`config.mk`:
```
export PLATFORM = sky130hd
export DESIGN_NAME = e1_tx_liu
export DESIGN_NICKNAME = d
export VERILOG_FILES = /design/src/rtl/e1_pkg.sv /design/src/rtl/e1_tx_pulse_gen.sv /design/src/rtl/e1_tx_liu.sv
export SDC_FILE = /design/constraint.sdc
export NUM_CORES = 1
export LEC_CHECK = 0
export CORE_UTILIZATION = 40
export DETAILED_ROUTE_END_ITERATION = 8
export GPL_ROUTABILITY_DRIVEN = 0
export GPL_TIMING_DRIVEN = 0
export MAX_ROUTING_LAYER = met4
export PLACE_DENSITY_LB_ADDON = 0.3
export SLEW_MARGIN = 10
export SYNTH_ARGS = -nofsm -noshare
export SYNTH_HDL_FRONTEND = slang
export SYNTH_SLANG_ARGS = --single-unit
```
`constraint.sdc`:
```
create_clock -name clk -period 3 [get_ports clk]
set_input_delay 0.6 -clock clk [delete_from_list [all_inputs] [get_ports clk]]
set_output_delay 0.6 -clock clk [all_outputs]
set_load 0.02 [all_outputs]
```
`src/rtl/e1_pkg.sv`:
```
// Shared definitions for the E1 transmit line interface: symbol encoding,
// pulse polarity and the nominal E1 bit-rate constants.
package e1_pkg;

   typedef enum logic [1:0] {
      SYM_ZERO = 2'd0,
      SYM_MARK = 2'd1,
      SYM_B    = 2'd2,
      SYM_V    = 2'd3
   } sym_t;

   typedef enum logic {
      NEG = 1'b0,
      POS = 1'b1
   } pol_t;

   localparam int unsigned E1_BIT_RATE_HZ = 2_048_000;
   localparam int unsigned SYS_CLK_HZ     = 30_720_000;
   localparam int unsigned STROBE_PERIOD  = SYS_CLK_HZ / E1_BIT_RATE_HZ;
   localparam int unsigned WIN_LEN        = 4;

   // Bipolar rule: marks and B pulses alternate, a V repeats the last polarity.
   function automatic pol_t pulse_pol(input sym_t sym, input pol_t last_pol);
      pol_t pol;
      case (sym)
         SYM_MARK, SYM_B: pol = (last_pol == POS) ? NEG : POS;
         SYM_V:           pol = last_pol;
         default:         pol = last_pol;
      endcase
      return pol;
   endfunction

endpackage

```
`src/rtl/e1_tx_pulse_gen.sv`:
```
// RZ pulse shaper: turns one emitted symbol per strobe into a PULSE_LEN-cycle
// pulse on tx_hi or tx_lo according to the requested polarity.
module e1_tx_pulse_gen
   import e1_pkg::*;
#(
   parameter int PULSE_LEN = 7
) (
   input  logic clk,
   input  logic rst,
   input  logic strobe,
   input  sym_t sym,
   input  pol_t pol,
   output logic tx_hi,
   output logic tx_lo
);

   localparam int CNT_W = (PULSE_LEN > 1) ? $clog2(PULSE_LEN + 1) : 1;

   logic [CNT_W-1:0] cnt;

   // A new strobe always wins over a pulse in flight, so the outputs swap
   // on a single edge and are never high together.
   always_ff @(posedge clk) begin
      if (rst) begin
         cnt   <= '0;
         tx_hi <= 1'b0;
         tx_lo <= 1'b0;
      end else if (strobe) begin
         if (sym != SYM_ZERO) begin
            tx_hi <= (pol == POS);
            tx_lo <= (pol == NEG);
            cnt   <= CNT_W'(PULSE_LEN - 1);
         end else begin
            tx_hi <= 1'b0;
            tx_lo <= 1'b0;
            cnt   <= '0;
         end
      end else if (cnt != '0) begin
         cnt <= cnt - CNT_W'(1);
      end else begin
         tx_hi <= 1'b0;
         tx_lo <= 1'b0;
      end
   end

endmodule

```
`src/rtl/e1_tx_liu.sv`:
```
// E1 line-side transmitter: HDB3/AMI encoder over a four-symbol look-ahead
// window feeding the RZ pulse shaper.
module e1_tx_liu
   import e1_pkg::*;
#(
   parameter int PULSE_LEN = 7
) (
   input  logic clk,
   input  logic rst,
   input  logic strobe,
   input  logic in_data,
   input  logic in_valid,
   output logic in_ready,
   input  logic cfg_hdb3,
   output logic tx_hi,
   output logic tx_lo,
   output logic status_underflow
);

   sym_t w0, w1, w2, w3;
   sym_t nxt_w0, nxt_w1, nxt_w2, nxt_w3;
   logic parity, nxt_parity;
   pol_t last_pol, emit_pol;
   logic src_bit, sub_match;

   assign in_ready         = strobe;
   assign src_bit          = in_valid ? in_data : 1'b1;
   assign status_underflow = strobe & ~in_valid & ~rst;

   // Four zeros in a row (three already queued plus the new bit) are replaced
   // by 000V or B00V so the V always alternates relative to the previous V.
   always_comb begin
      sub_match  = cfg_hdb3 && !src_bit &&
                   (w1 == SYM_ZERO) && (w2 == SYM_ZERO) && (w3 == SYM_ZERO);
      nxt_w0     = w1;
      nxt_w1     = w2;
      nxt_w2     = w3;
      nxt_w3     = src_bit ? SYM_MARK : SYM_ZERO;
      nxt_parity = parity ^ src_bit;
      if (sub_match) begin
         nxt_w3     = SYM_V;
         nxt_parity = 1'b0;
         if (!parity) nxt_w0 = SYM_B;
      end
      emit_pol = pulse_pol(w0, last_pol);
   end

   always_ff @(posedge clk) begin
      if (rst) begin
         w0       <= SYM_ZERO;
         w1       <= SYM_ZERO;
         w2       <= SYM_ZERO;
         w3       <= SYM_ZERO;
         parity   <= 1'b0;
         last_pol <= NEG;
      end else if (strobe) begin
         w0     <= nxt_w0;
         w1     <= nxt_w1;
         w2     <= nxt_w2;
         w3     <= nxt_w3;
         parity <= nxt_parity;
         if (w0 != SYM_ZERO) last_pol <= emit_pol;
      end
   end

   e1_tx_pulse_gen #(
      .PULSE_LEN (PULSE_LEN)
   ) u_pulse_gen (
      .clk    (clk),
      .rst    (rst),
      .strobe (strobe),
      .sym    (w0),
      .pol    (emit_pol),
      .tx_hi  (tx_hi),
      .tx_lo  (tx_lo)
   );

endmodule
```
==> metrics, run 1 <==
EDFF count, synth=0; Die W=about 45 um; largest net degree at the start of global routing=11; syn_area_per_cell=approximately 9.6 um2; Final Skew=between 0.007 and 0.008 ns; unique cell type count in the Yosys netlist=28; synth top area cells=dfxtp_1 41%, mux2i_1 6.9%, nor2_1 6.7%, ha_1 5.1%, xor2_1 3.6%; Avg WL per Cell=around 11 um; most used cell, CP=clkdlybuf4s50_1; most common cell in the netlist=dfxtp_1; final period utilization=96.10%; area grow syn2layout=19.04%; final slew viol count=0; DR vias/cell=4.788; # DRC=0; first-pass GRT wire length=around 2.2 mm; share of the synthesized area in the top cell type=between 40 and 50%; post-CTS setup buffer count=0; initial core utilization=42.25%; Setup CP Type=input pin to output pin; total power=0.4072 mW; Post-Route WL=1.193 mm; worst-margin pin slew=around 0.45 ns; Starting DRT DRC Count=4; clock slew at reported path FFs=around 0.090 ns; GRT Total Usage=16.13%; Max-Cap Viols=0; Worst slew margin=between 60% and 70%; CTS max path bufs=2; Worst setup SP type=input pin; Max Clock Freq=approximately 350 MHz; Power Density=469.0 mW/mm2; Site Rows=15; Final setup viols=0; layout net count=98; Die Y=between 40 and 50 um; initial antenna violation count=0; Detailed Routing Iterations Pass 1=4; register area share after synthesis=between 40% and 50%; ys flop type=dfxtp_1; Synth Net Count=85; I/O Pins=10; Routed Antenna Nets=0; via count=approximately 540; antenna cells=0; CP Cell Sequence=clkdlybuf4s50_1 > inv_1 > nor3_1 > clkdlybuf4s50_1; port buffer count=8; post-cts gate resize count=0; min cycle time layout=roughly 2.9 ns; TNS Setup=0 ns; Critical Path Sink Type=output pin; vias in the first global route=547; #FFs+latches synth=15; yosys warns=0; worst vdd ir=approximately 0.29 mV; htree depth=1; Leak=~0.34 nW; Post-Syn Area=between 700 and 800 um2; total die area=0.001999 mm2; fillers=roughly 170; share of cells above drive strength 1=12.50%; top fanout value on the critical path=8; Data arrival, critical path=around 2.3 ns; Hold WC Path Type=flop to flop; HPWL Detailed=a little under 900 um; Async S/R FF share, synth=0%; total gr overflow=0; CP max stage delay=0.63 ns; leading area contributor after synthesis=dfxtp_1; hold_buf cts=0; clock tree root driver cell=clkbuf_4; Worst Path Required=roughly 2.4 ns; Clock Sinks=15; Core Util, Final=between 50 and 60%; status=finished clean; CTS tree=yes; Worst path slowest cell=clkdlybuf4s50_1; CTS Buf Count=3; most instantiated cells after synthesis=15 x dfxtp_1, 13 x nor2_1, 6 x inv_1; RSZ-0062 raised after global routing=no; worst skew pair latency=between 0.2 and 0.3 ns; Final Hold Fails=0; Syn Inst Count=76; Core ar.=approximately 0.0017 mm2
per-layer routing:
metal	global-route usage, %	routed length, um	part of all wire, %
met5	-	0	0
met2	26.47	555	47
met1	17.33	566	47
met3	4.800	49	4.1
met4	9.091	21	1.8
flip-flops by register name (all words and copies together), names as in the netlist:
register and count:
u_pulse_gen.tx_hi 1, w0 2, u_pulse_gen.tx_lo 1, parity 1
u_pulse_gen.cnt 3, nxt_w1 2, w1 2, last_pol 1
nxt_w2 2
worst max-delay path: cells and delay by family:
family	cells	cell delay, ns
AND/OR/NAND/NOR	1	0.23
buffers and inverters	3	1.45
final timing paths:
kind	from	to	slack (ns)	cells past startpoint
worst max-delay path	strobe	status_underflow	0.12	4
worst min register to register	w0[1]	w0[1]	0.48	2
worst max register to register	w0[0]	u_pulse_gen.tx_hi	1.80	5
worst min-delay path	w0[1]	w0[1]	0.48	2
report_power, final:
part / switching [mW] / internal [mW] / leakage (nW)
clock network: 0.0652 / 0.0495 / 0.0177
registers: 0.00680 / 0.209 / 0.122
logic: 0.0391 / 0.0377 / 0.202
total: 0.111 / 0.296 / 0.342
cell families after synthesis:
| kind of cell | Yosys count | share of synthesized area [%] |
|---|---|---|
| mux | 5 | 6.861 |
| compound gates | 9 | 11.15 |
| fa+ha+maj | 3 | 5.146 |
| xor+xnor | 5 | 6.005 |
| flops | 15 | 41.17 |
| buf+inv | 10 | 6.345 |
| simple gates | 29 | 23.33 |
area by class of cell:
type / count / area (um2) / area share (%)
clock inverters: 1 / 5.005 / 0.5764
flip-flops and latches: 15 / 300.3 / 34.58
clock buffers: 3 / 22.52 / 2.594
inverters: 6 / 22.52 / 2.594
plain buffers: 4 / 23.77 / 2.738
repair buffers: 8 / 80.08 / 9.222
well taps: 25 / 31.28 / 3.602
multi-input cells: 51 / 382.9 / 44.09
through the flow:
| stage | worst slack [ns] | cell area (um2) | hold slack (ns) | std cells |
|---|---|---|---|---|
| floorplan | 1.189 | 729.5 | 0.4529 | 76 |
| global placement | 0.1532 | 840.8 | 0.4636 | 109 |
| detailed placement | 0.1175 | 840.8 | 0.4684 | 109 |
| CTS | 0.08644 | 868.3 | 0.4827 | 113 |
| global route | 0.02371 | 868.3 | 0.5179 | 113 |
| finish | 0.1170 | 868.3 | 0.4834 | 113 |
cells in the final DEF (no fill, tap or decap), drive strengths merged, types with 4 or more instances in the layout:
cell type / n
buf: 4
clkdlybuf4s50: 8
dfxtp: 15
inv: 6
mux2i: 5
nor2: 13
Note: power is estimated with default switching activity, not from simulation.
==> inputs of run 2 (changes only) <==
--- a/config.mk
+++ b/config.mk
@@ -5,6 +5,7 @@
 export SDC_FILE = /design/constraint.sdc
 export NUM_CORES = 1
 export LEC_CHECK = 0
+export CORE_MARGIN = 4
 export CORE_UTILIZATION = 40
 export DETAILED_ROUTE_END_ITERATION = 8
 export GPL_ROUTABILITY_DRIVEN = 0
==> run 2 against run 1 <==
Effect of this change: cell area stayed put; sequential share of layout area stayed put; core utilization stayed put; flip-flop and latch count stayed put; worst setup slack better by 0.0094 ns; combinational power is 0.7% higher; worst hold slack worse by 0.0040 ns; routed wire length is 2.4% higher; critical path depth stayed put; die area is 29% higher; non-clock buffer count stayed put; maximum frequency is 0.33% higher; critical path type unchanged.
==> metrics, run 2 (same netlist as run 1, synthesis figures left out) <==
CP max stage delay=0.63 ns; Worst slew margin=between 70% and 80%; Worst setup SP type=input pin; worst reg-to-reg setup slack=about 1.8 ns; Largest Register=u_pulse_gen.cnt; Post-Route WL=1.222 mm; initial antenna violation count=0; FF-to-FF Start=w0[0]; hold_buf cts=0; min cycle time layout=around 2.9 ns; Detailed Routing Iterations Pass 1=5; CP Cell Sequence=clkdlybuf4s50_1 > inv_1 > nor3_1 > clkdlybuf4s50_1; Final Hold Fails=0; total die area=~0.0026 mm2; initial core utilization=between 40% and 50%; total gr overflow=0; TNS Setup=0 ns; antenna cells=0; commonest non-fill, non-tap cells in the layout=15 x dfxtp_1, 13 x nor2_1, 8 x clkdlybuf4s50_1, 6 x inv_1, 5 x mux2i_1; post-CTS setup buffer count=0; worst vdd ir=between 0.3 and 0.4 mV; port buffer count=8; Core Util, Final=50.29%; clock tree root driver cell=clkbuf_4; worst-margin pin slew=roughly 0.44 ns; first-pass GRT wire length=approximately 2.2 mm; Leak=between 0.3 and 0.4 nW; Die W=slightly above 50 um; Setup CP Type=input pin to output pin; max reg flops=3; htree depth=1; CTS max path bufs=2; HPWL Detailed=around 920 um; Routed Antenna Nets=0; Data arrival, critical path=2.27 ns; fillers=165; largest net degree at the start of global routing=11; Starting DRT DRC Count=2; Clock Sinks=15; most used cell, CP=clkdlybuf4s50_1; area grow syn2layout=19.04%; Worst Path Required=2.40 ns; CTS tree=yes; final period utilization=a little over nine tenths; clock slew at reported path FFs=0.09 ns; RSZ-0062 raised after global routing=no; CTS Buf Count=3; GRT Total Usage=about 11%; Critical Path Sink Type=output pin; Power Density=about 470 mW/mm2; top fanout value on the critical path=8; final slew viol count=0; DP Worst Slack=about 0.15 ns; Critical Path Start=strobe; Worst path slowest cell=clkdlybuf4s50_1; share of cells above drive strength 1=12.50%; Final Skew=around 0.0043 ns; Max Clock Freq=~350 MHz; Core ar.=around 0.0017 mm2; layout net count=slightly below 100; Hold WC Path Type=flop to flop; post-cts gate resize count=0; most common cell after layout, fill and taps aside=dfxtp_1; DR vias/cell=between 4 and 5; total power=~0.4 mW; Avg WL per Cell=approximately 11 um; Max-Cap Viols=0; vias in the first global route=approximately 520; # DRC=0; Site Rows=15; status=finished clean; Final setup viols=0; worst skew pair latency=~0.28 ns; final setup margin=around 0.13 ns; Die Y=between 50 and 60 um; I/O Pins=10; Hold Startpoint=w0[1]; via count=550
## run 2: cell counts in the layout (fill, tap and decap cells not counted)
Identical to the previous run, type by type.
## run 2: power by group
group	leakage, nW	switching [mW]	internal (mW)	total [mW]
combinational	0.202	0.0395	0.0378	0.0773
sequential	0.122	0.00702	0.209	0.216
clock	0.0177	0.0668	0.0494	0.116
## run 2: worst paths after layout
kind,end,cells past startpoint
min,w0[1],2
max reg2reg,u_pulse_gen.tx_hi,5
min reg2reg,w0[1],2
max,status_underflow,4
## run 2: through the flow
stage | instance area, um2 | hold slack [ns] | instances
finish | 868.3 | 0.4794 | 113
global route | 868.3 | 0.5155 | 113
CTS | 868.3 | 0.4836 | 113
detailed placement | 840.8 | 0.4700 | 109
global placement | 840.8 | 0.4643 | 109
floorplan | 729.5 | 0.4529 | 76
## run 2: final cells by class
type | instances | area (um2) | area share, %
clock buffers | 3 | 22.52 | 2.594
inverters | 6 | 22.52 | 2.594
plain buffers | 4 | 23.77 | 2.738
multi-input cells | 51 | 382.9 | 44.09
well taps | 25 | 31.28 | 3.602
repair buffers | 8 | 80.08 | 9.222
flip-flops and latches | 15 | 300.3 | 34.58
clock inverters | 1 | 5.005 | 0.5764
## run 2: per-layer routing
layer  vias to the layer above  wire, um  GRT usage [%]
met5                         -         0              -
met2                        13       563          16.96
li1                        284         -              -
met3                         2        66          5.341
met4                         0        12          1.345
met1                       251       579          14.05
## run 2: worst max-delay path: cells and delay by family
family	cells	cell delay, ns
and+or+nand+nor	1	0.22
buffers and inverters	3	1.44
